`config.mk`:
```
export PLATFORM = sky130hd
export DESIGN_NAME = nocr_packet_tx_flat
export DESIGN_NICKNAME = d
export VERILOG_FILES = /design/src/rtl/nocr_packet_tx_if.sv /design/src/rtl/nocr_packet_tx.sv /design/src/flat_wrapper.sv
export SDC_FILE = /design/constraint.sdc
export NUM_CORES = 1
export LEC_CHECK = 0
export ABC_AREA = 1
export BUFFER_PORTS_ARGS = -buffer_cell sky130_fd_sc_hd__buf_2
export CAP_MARGIN = 20
export CORE_MARGIN = 1
export CORE_UTILIZATION = 54
export CTS_BUF_LIST = sky130_fd_sc_hd__clkbuf_8
export DETAILED_ROUTE_END_ITERATION = 12
export PLACE_DENSITY = 0.73
export SLEW_MARGIN = 20
export SYNTH_ARGS = -nofsm -noshare
export SYNTH_HDL_FRONTEND = slang
export SYNTH_SLANG_ARGS = --single-unit
```
`constraint.sdc`:
```
create_clock -name clk -period 2.5 [get_ports clk]
set_input_delay 0.375 -clock clk [delete_from_list [all_inputs] [get_ports clk]]
set_output_delay 0.375 -clock clk [all_outputs]
set_load 0.01 [all_outputs]
```
`src/rtl/nocr_packet_tx_if.sv`:
```
// Client request and router link signals of the NoC packet transmitter.
// The master side drives requests and acks; the slave side is the transmitter.
interface nocr_packet_tx_if;
  logic        in_valid;
  logic        in_ready;
  logic [1:0]  in_type;
  logic [1:0]  in_dest;
  logic [7:0]  in_payload;
  logic [12:0] packet;
  logic        resp_ack;
  logic        busy;
  logic        tx_done;
  logic        tx_err;
  logic [1:0]  retry_cnt;
  logic [15:0] sent_count;
  logic [7:0]  drop_count;

  modport master (
    output in_valid, in_type, in_dest, in_payload, resp_ack,
    input  in_ready, packet, busy, tx_done, tx_err, retry_cnt, sent_count, drop_count
  );

  modport slave (
    input  in_valid, in_type, in_dest, in_payload, resp_ack,
    output in_ready, packet, busy, tx_done, tx_err, retry_cnt, sent_count, drop_count
  );
endinterface

```
`src/rtl/nocr_packet_tx.sv`:
```
// Queues client requests and holds each as a router packet on the link until acked, retrying on timeout.
// Push-to-link latency is 2 edges; in_ready falls only while the request FIFO is full.
module nocr_packet_tx #(
  parameter int FIFO_DEPTH     = 4,
  parameter int TIMEOUT_CYCLES = 16,
  parameter int MAX_RETRY      = 3
) (
  input  logic             clk,
  input  logic             reset,
  nocr_packet_tx_if.slave  link
);
  localparam int            AW        = $clog2(FIFO_DEPTH);
  localparam int            CW        = $clog2(TIMEOUT_CYCLES);
  localparam logic [AW:0]   DEPTH     = (AW+1)'(FIFO_DEPTH);
  localparam logic [CW-1:0] TMO_LAST  = CW'(TIMEOUT_CYCLES - 1);
  localparam logic [1:0]    RETRY_MAX = 2'(MAX_RETRY);

  typedef struct packed {
    logic [7:0] payload;
    logic [1:0] ptype;
    logic [1:0] dest;
  } entry_t;

  typedef enum logic [1:0] {IDLE, SEND, GAP} state_t;

  entry_t        mem_q [FIFO_DEPTH];
  logic [AW-1:0] wr_ptr_q, rd_ptr_q;
  logic [AW:0]   count_q, count_d;
  logic          in_ready, push, pop;
  entry_t        head;

  state_t        state_q;
  logic [12:0]   packet_q;
  logic [CW-1:0] tmo_q;
  logic [1:0]    retry_q;
  logic          tx_done_q, tx_err_q;
  logic [15:0]   sent_q;
  logic [7:0]    drop_q;

  assign in_ready = (count_q != DEPTH);
  assign push     = link.in_valid && in_ready;
  assign pop      = (state_q == IDLE) && (count_q != '0);
  assign head     = mem_q[rd_ptr_q];

  always_ff @(posedge clk) begin
    if (push) begin
      mem_q[wr_ptr_q] <= {link.in_payload, link.in_type, link.in_dest};
    end
  end

  always_comb begin
    count_d = count_q;
    case ({push, pop})
      2'b10:   count_d = count_q + 1'b1;
      2'b01:   count_d = count_q - 1'b1;
      default: count_d = count_q;
    endcase
  end

  // Depth is a power of two, so the pointers wrap on their own.
  always_ff @(posedge clk) begin
    if (!reset) begin
      wr_ptr_q <= '0;
      rd_ptr_q <= '0;
      count_q  <= '0;
    end else begin
      if (push) wr_ptr_q <= wr_ptr_q + 1'b1;
      if (pop)  rd_ptr_q <= rd_ptr_q + 1'b1;
      count_q <= count_d;
    end
  end

  always_ff @(posedge clk) begin
    if (!reset) begin
      state_q   <= IDLE;
      packet_q  <= '0;
      tmo_q     <= '0;
      retry_q   <= '0;
      tx_done_q <= 1'b0;
      tx_err_q  <= 1'b0;
      sent_q    <= '0;
      drop_q    <= '0;
    end else begin
      tx_done_q <= 1'b0;
      tx_err_q  <= 1'b0;
      case (state_q)
        IDLE: begin
          packet_q <= '0;
          if (pop) begin
            packet_q <= {1'b1, head};
            tmo_q    <= '0;
            retry_q  <= '0;
            state_q  <= SEND;
          end
        end
        SEND: begin
          // An ack on the final timeout cycle still counts as delivered.
          if (link.resp_ack) begin
            tx_done_q <= 1'b1;
            sent_q    <= sent_q + 1'b1;
            packet_q  <= '0;
            state_q   <= IDLE;
          end else if (tmo_q == TMO_LAST) begin
            if (retry_q < RETRY_MAX) begin
              packet_q[12] <= 1'b0;
              retry_q      <= retry_q + 1'b1;
              state_q      <= GAP;
            end else begin
              tx_err_q <= 1'b1;
              if (drop_q != 8'hFF) drop_q <= drop_q + 1'b1;
              packet_q <= '0;
              state_q  <= IDLE;
            end
          end else begin
            tmo_q <= tmo_q + 1'b1;
          end
        end
        GAP: begin
          packet_q[12] <= 1'b1;
          tmo_q        <= '0;
          state_q      <= SEND;
        end
        default: state_q <= IDLE;
      endcase
    end
  end

  assign link.in_ready   = in_ready;
  assign link.packet     = packet_q;
  assign link.busy       = (state_q != IDLE);
  assign link.tx_done    = tx_done_q;
  assign link.tx_err     = tx_err_q;
  assign link.retry_cnt  = retry_q;
  assign link.sent_count = sent_q;
  assign link.drop_count = drop_q;
endmodule

```
`src/flat_wrapper.sv`:
```
// flat-port wrapper written by rule: the top's interface ports become plain ports
module nocr_packet_tx_flat 
#(
  parameter int FIFO_DEPTH     = 4,
  parameter int TIMEOUT_CYCLES = 16,
  parameter int MAX_RETRY      = 3
)
  (clk, reset, link_in_valid, link_in_type, link_in_dest, link_in_payload, link_resp_ack, link_in_ready, link_packet, link_busy, link_tx_done, link_tx_err, link_retry_cnt, link_sent_count, link_drop_count);
  nocr_packet_tx_if link_i ();
  input  logic clk;
  input  logic reset;
  input wire logic [$bits(link_i.in_valid)-1:0] link_in_valid;
  input wire logic [$bits(link_i.in_type)-1:0] link_in_type;
  input wire logic [$bits(link_i.in_dest)-1:0] link_in_dest;
  input wire logic [$bits(link_i.in_payload)-1:0] link_in_payload;
  input wire logic [$bits(link_i.resp_ack)-1:0] link_resp_ack;
  output wire logic [$bits(link_i.in_ready)-1:0] link_in_ready;
  output wire logic [$bits(link_i.packet)-1:0] link_packet;
  output wire logic [$bits(link_i.busy)-1:0] link_busy;
  output wire logic [$bits(link_i.tx_done)-1:0] link_tx_done;
  output wire logic [$bits(link_i.tx_err)-1:0] link_tx_err;
  output wire logic [$bits(link_i.retry_cnt)-1:0] link_retry_cnt;
  output wire logic [$bits(link_i.sent_count)-1:0] link_sent_count;
  output wire logic [$bits(link_i.drop_count)-1:0] link_drop_count;
  assign link_i.in_valid = link_in_valid;
  assign link_i.in_type = link_in_type;
  assign link_i.in_dest = link_in_dest;
  assign link_i.in_payload = link_in_payload;
  assign link_i.resp_ack = link_resp_ack;
  assign link_in_ready = link_i.in_ready;
  assign link_packet = link_i.packet;
  assign link_busy = link_i.busy;
  assign link_tx_done = link_i.tx_done;
  assign link_tx_err = link_i.tx_err;
  assign link_retry_cnt = link_i.retry_cnt;
  assign link_sent_count = link_i.sent_count;
  assign link_drop_count = link_i.drop_count;
  nocr_packet_tx #(.FIFO_DEPTH(FIFO_DEPTH), .TIMEOUT_CYCLES(TIMEOUT_CYCLES), .MAX_RETRY(MAX_RETRY)) u_core (.clk(clk), .reset(reset), .link(link_i));
endmodule
```
==> results of run 1 <==
per-layer routing:
layer	up-vias	wire (um)
met5	-	0
met4	0	77
met3	6	291
met2	71	4120
met1	1550	3890
li1	1787	-
Yosys cell counts (all sizes together):
cell type    n
nor2       100
nand2       92
o21ai       58
dfxtp       56
inv         51
edfxtp      48
a21oi       36
ha          14
buf         11
nand3       11
nand4        9
nor3         5
clkbuf       4
xor2         4
clkinv       2
o21a         2
and2         1
fa           1
nand3b       1
o21bai       1
xnor2        1
critical path: stages (launching register included):
cell	delay, ps
dfxtp_1	370
inv_1	90
ha_1	260
nand2_1	110
inv_1	130
ha_1	160
inv_1	70
fa_1	440
a21oi_1	140
o21ai_0	130
o21ai_0	200
a21oi_1	60
area by class of cell:
cell class / count / area, sq um / area share, %
Multi-Input combinational cell: 336 / 1740 / 33.5
Sequential cell: 104 / 2560 / 49.3
Inverter: 53 / 200 / 3.85
Timing Repair Buffer: 67 / 358 / 6.88
Clock inverter: 7 / 83.8 / 1.61
Clock buffer: 9 / 124 / 2.38
Tap cell: 105 / 131 / 2.53
report_power, final:
part           switching [mW]  internal, mW  total, mW
Combinational            1.03         0.547       1.58
Sequential              0.154          2.02       2.18
Clock                   0.650         0.408       1.06
how the worst max path moves through the flow:
stage                                           endpoint  slack [ps]  cells after the start                            from
after global routing      u_core.count_q[2]$_SDFFE_PN0P_          40                     11  u_core.state_q[1]$_SDFFE_PN0P_
after floorplan           u_core.count_q[2]$_SDFFE_PN0P_         520                     11  u_core.state_q[0]$_SDFFE_PN0P_
after global placement    u_core.count_q[2]$_SDFFE_PN0P_         410                     11  u_core.state_q[0]$_SDFFE_PN0P_
after CTS                 u_core.count_q[2]$_SDFFE_PN0P_         250                     11  u_core.state_q[1]$_SDFFE_PN0P_
after detailed placement  u_core.count_q[2]$_SDFFE_PN0P_         280                     11  u_core.state_q[1]$_SDFFE_PN0P_
final                     u_core.count_q[2]$_SDFFE_PN0P_         220                     11  u_core.state_q[1]$_SDFFE_PN0P_
registers in the layout (all words and copies together), names as in the netlist, named ones only:
signal                  flops
u_core.link.tx_err          1
u_core.count_q              3
u_core.link.sent_count     16
u_core.rd_ptr_q             2
u_core.link.packet         13
u_core.mem_q               48
u_core.tmo_q                4
u_core.link.retry_cnt       2
u_core.state_q              2
u_core.wr_ptr_q             2
u_core.link.tx_done         1
u_core.link.drop_count      8
metrics by stage:
stage               setup WS (ps)  std cells  instance area, sq um  hold WS (ps)  utilization [%]
CTS                           250        681                  5200           199             63.3
global placement              406        665                  4990           449             60.8
detailed placement            278        665                  4990           451             60.8
global route                 36.5        681                  5200           193             63.3
floorplan                     516        508                  4580           436                -
finish                        221        681                  5200           211             63.3
cells by family (layout without fill, tap and decap cells):
logic type      count (synthesis)  count (layout)  synth area share (%)
flops                         104             104                  55.9
xor+xnor                        5               5                 0.955
buf+inv                        68             136                  6.09
fa+ha+maj                      15              15                  4.26
simple gates                  219             219                  21.1
compound gates                 97              97                  11.7
==> results.yml, run 1 <==
clock_network:
  cts_hold_buffers: 0
  h-tree-depth: 3
  cts.clk_slew.worst_paths_ps: 120
  worstSkewPairLatency_ps: 370
  ctsResizeCount: 0
  post_cts_buffers: 0
  cts_tree: "built"
  numCtsBuffers: 9
  clock_sinks: 104
  cts_root_buf: "clkbuf_8"
  max-clock-path-buffers: 2
setup_path:
  cp_max_fo: 5
  reg2reg_slack_ps: 220
  critPathArrivalTime_ps: 2520
  start_kind: "flip-flop"
  r2r-end: "u_core.count_q[2]$_SDFFE_PN0P_"
  r2r_start: "u_core.state_q[1]$_SDFFE_PN0P_"
  critPathCaptureType: "flip-flop"
  required_ps: 2740
  worst-setup-path-type: "reg -> reg"
  r2r_cells: 11
layout:
  fillers: 692
  antenna_cells: 0
  layout.nets: 602
  final_common_cell: "nor2_1"
  layout_common_cells: "93 x nor2_1, 77 x nand2_1, 58 x buf_2"
  drive_gt1_share_pct: 21.2
  area_growth_pct: 13.5
synth:
  syn-num-nets: 539
  ys_seq_elements: 104
  yosysWarningCount: 0
  ys_types: 33
  synth_area_sq_mm: 0.00458
  syn_avg_cell_area_sq_um: 9.02
  syn_inst: 508
  synth_top_area_share_pct: 31.4
  ys_top_cells_by_area: "edfxtp_1 31%, dfxtp_1 24%, nor2_1 7.6%, nand2_1 6.3%, o21ai_0 5.6%"
  yosys.area.top_type: "edfxtp_1"
  ys_seq_area_share_pct: 55.9
floorplan:
  core_area_sq_mm: 0.00822
  start_util_pct: 55.8
  dieHeight_um: 94.1
  die_w_um: 94.1
  fp-row-count: 33
  dieArea_sq_mm: 0.00886
  ios: 59
hold_path:
  whs_endpoint: "u_core.mem_q[3][10]$_DFFE_PP_"
  worstHoldStart: "link_in_payload[6]"
  hold_class: "in -> reg"
  holdPathStages: 1
timing:
  timing.setup.tns_ps: 0
  setup_viol_count_final: 0
  slew_violations: 0
  period_needed_ps: 2280
  finalHoldViolCount: 0
  relSlewSlack_pct: 50.3
  fin_skew_ps: 16.6
  worstMarginPinSlew_ps: 745
  fmax_mhz: 439
  rsz0062_at_grt: "false"
  fin_crit_sh_pct: 91.2
global_routing:
  track_usage_pct: 20.0
  grt_pass1_vias: 3090
  use_met2_pct: 36.1
  met3_usage_pct: 4.05
  grt_max_degree: 28
  grt_pass1_wl_mm: 13.6
  use_met1_pct: 23.3
  grt_overflow_total: 0
  top_usage_layer: "met2"
  antenna_found_initial: 0
status:
  status: "complete, no violations"
power:
  p_per_area_mw_per_mm2: 926
  total_power_mw: 4.81
  leakage_nw: 2.16
  ir_drop_mv: 0.523
route:
  totalWireLength_mm: 8.37
  vias: 3414
  drc_errors: 0
  via_per_inst: 5.01
  first_iter_violations: 106
  drtPass1Iterations: 4
  wl_per_cell_um: 12.3
  ant_nets: 0
placed_design:
  io_buffers: 58
  dp_hpwl_mm: 5.80
  gp_congestion: 0.790
job:
  maxCapViolations: 0
Power figures use the tool's default switching activity.
==> run 2, diff against run 1 <==
==> constraint.sdc (replaced) <==
create_clock -name clk -period 2.1 [get_ports clk]
set_input_delay 0.315 -clock clk [delete_from_list [all_inputs] [get_ports clk]]
set_output_delay 0.315 -clock clk [all_outputs]
set_load 0.01 [all_outputs]
==> run 2 against run 1 <==
  * Power up 20%
  * Critical path depth down 1
  * Final cell count up 0.73%
  * Clock-buffer cell count unchanged
  * Die area unchanged
  * Global-route usage up 1.7 points
  * Register-to-register slack worse by 30 ps
  * Critical path type unchanged
==> results.yml, run 2 (same netlist as run 1, synthesis figures left out) <==
status:
  status: "complete, no violations"
setup_path:
  path_depth: 10
  cp_max_fo: 5
  r2r_cells: 10
  cpPeakStageDelay_ps: 460
  worst-setup-path-type: "reg -> reg"
  worst_path_max_delay_cell: "fa_2"
  critPathMostFrequentCell: "inv_1"
  crit_chain: "inv_1 > ha_1 > nand2_1 > inv_1 > ha_1 > inv_1 > fa_2 > nor2_1 > a21oi_1 > nor2_1"
  start_kind: "flip-flop"
  path_delay_family: "adder cells"
  critPathCaptureType: "flip-flop"
  required_ps: 2420
  critPathArrivalTime_ps: 2230
  cp_num_buf_inv: 3
power:
  p_int_mw: 3.57
  switching_share_pct: 38.1
  p_clk_share_pct: 21.0
  leakage_nw: 2.17
  power_frac_seq_pct: 44.6
  power_switching_mw: 2.20
  pwr-share-comb_pct: 34.4
  ir_drop_mv: 0.502
  p_per_area_mw_per_mm2: 1100
timing:
  finalHoldViolCount: 0
  slew_violations: 0
  fin_skew_ps: 12.0
  fin_crit_sh_pct: 90.9
  setup_viol_count_final: 0
  period_needed_ps: 1910
  rsz0062_at_grt: "false"
  relSlewSlack_pct: 52.1
  worstMarginPinSlew_ps: 715
  setup_ws_ps: 191
  fmax_mhz: 524
  timing.setup.tns_ps: 0
floorplan:
  ios: 59
  die_w_um: 94.1
  core_area_sq_mm: 0.00822
  fp-row-count: 33
  dieHeight_um: 94.1
  dieArea_sq_mm: 0.00886
  start_util_pct: 55.8
global_routing:
  antenna_found_initial: 0
  track_usage_pct: 21.8
  grt_overflow_total: 0
  grt_pass1_vias: 3271
  grt_pass1_wl_mm: 14.8
  grt_max_degree: 28
clock_network:
  cts_tree: "built"
  max-clock-path-buffers: 2
  cts_hold_buffers: 0
  cts.clk_slew.worst_paths_ps: 110
  cts_root_buf: "clkbuf_8"
  worstSkewPairLatency_ps: 370
  numCtsBuffers: 9
  h-tree-depth: 3
  clock_sinks: 104
layout:
  layout_common_cells: "93 x nor2_1, 77 x nand2_1, 58 x buf_2"
  drive_gt1_share_pct: 22.5
  antenna_cells: 0
  regMostFlops: "u_core.mem_q"
  largest_reg_flops: 48
  area_growth_pct: 14.2
  final_common_cell: "nor2_1"
  layout.nets: 607
placed_design:
  place_ws_ps: 38.8
  io_buffers: 58
  gp_congestion: 0.775
  dp_hpwl_mm: 6.15
route:
  wl_per_cell_um: 12.9
  drtPass1Iterations: 4
  ant_nets: 0
  first_iter_violations: 165
  via_per_inst: 5.10
  vias: 3501
  drc_errors: 0
  totalWireLength_mm: 8.83
hold_path:
  holdPathStages: 1
  hold_class: "in -> reg"
job:
  maxCapViolations: 0
[run 2: cell types whose count changed in the layout (fill, tap and decap cells not counted), moves of 2 or more]
cell     change
dfxtp_1      -2
inv_8        -2
o21ai_0      -2
o21ai_1      +2
dfxtp_2      +2
buf_4        +5
[run 2: area by class of cell]
class                      instances  area, sq um
clock buffer                       9          124
clock inverter                     7         70.1
fill                             720         2980
inverter                          53          200
multi-input combinational        336         1750
sequential                       104         2560
tap                              105          131
timing repair buffer              72          395
[run 2: layer usage]
metal,track usage [%],wire length [um],up-vias
li1,-,-,1801
met5,0,0,-
met3,3.56,432,9
met2,39.8,4510,82
met1,25.4,3800,1609
met4,7.95,89,0
[run 2: path summary, 6_finish.rpt]
path / from / end / slack, ps
setup / recovery: u_core.state_q[0]$_SDFFE_PN0P_ / u_core.count_q[1]$_SDFFE_PN0P_ / 190
hold reg to reg: u_core.rd_ptr_q[1]$_SDFFE_PN0N_ / flip-flop / 460
hold / removal: link_in_payload[1] / u_core.mem_q[0][5]$_DFFE_PP_ / 150
setup reg to reg: u_core.state_q[0]$_SDFFE_PN0P_ / u_core.count_q[1]$_SDFFE_PN0P_ / 190
[run 2: stage by stage]
stage               util, %  instances  total power, mW  cell area (sq um)  hold slack, ps
global placement       61.2        670             4.50               5030             446
detailed placement     61.2        670             4.58               5030             456
global route           63.7        686             6.17               5230             139
finish                 63.7        686             5.78               5230             149
CTS                    63.6        686             5.79               5230             138
floorplan                 -        508             4.07               4580             414
[run 2: power groups by stage]
stage	Sequential, mW	Combinational, mW	Clock, mW
CTS	2.57	1.98	1.24
global route	2.61	2.27	1.30
floorplan	2.63	1.44	0
detailed placement	2.62	1.96	0
global placement	2.60	1.90	0
finish	2.58	1.99	1.21
[run 2: repair_timing]
item | in CTS | in global routing
setup buffers | 0 | 0
setup endpoints to repair | 0 | 1
gates resized for setup | 0 | 6
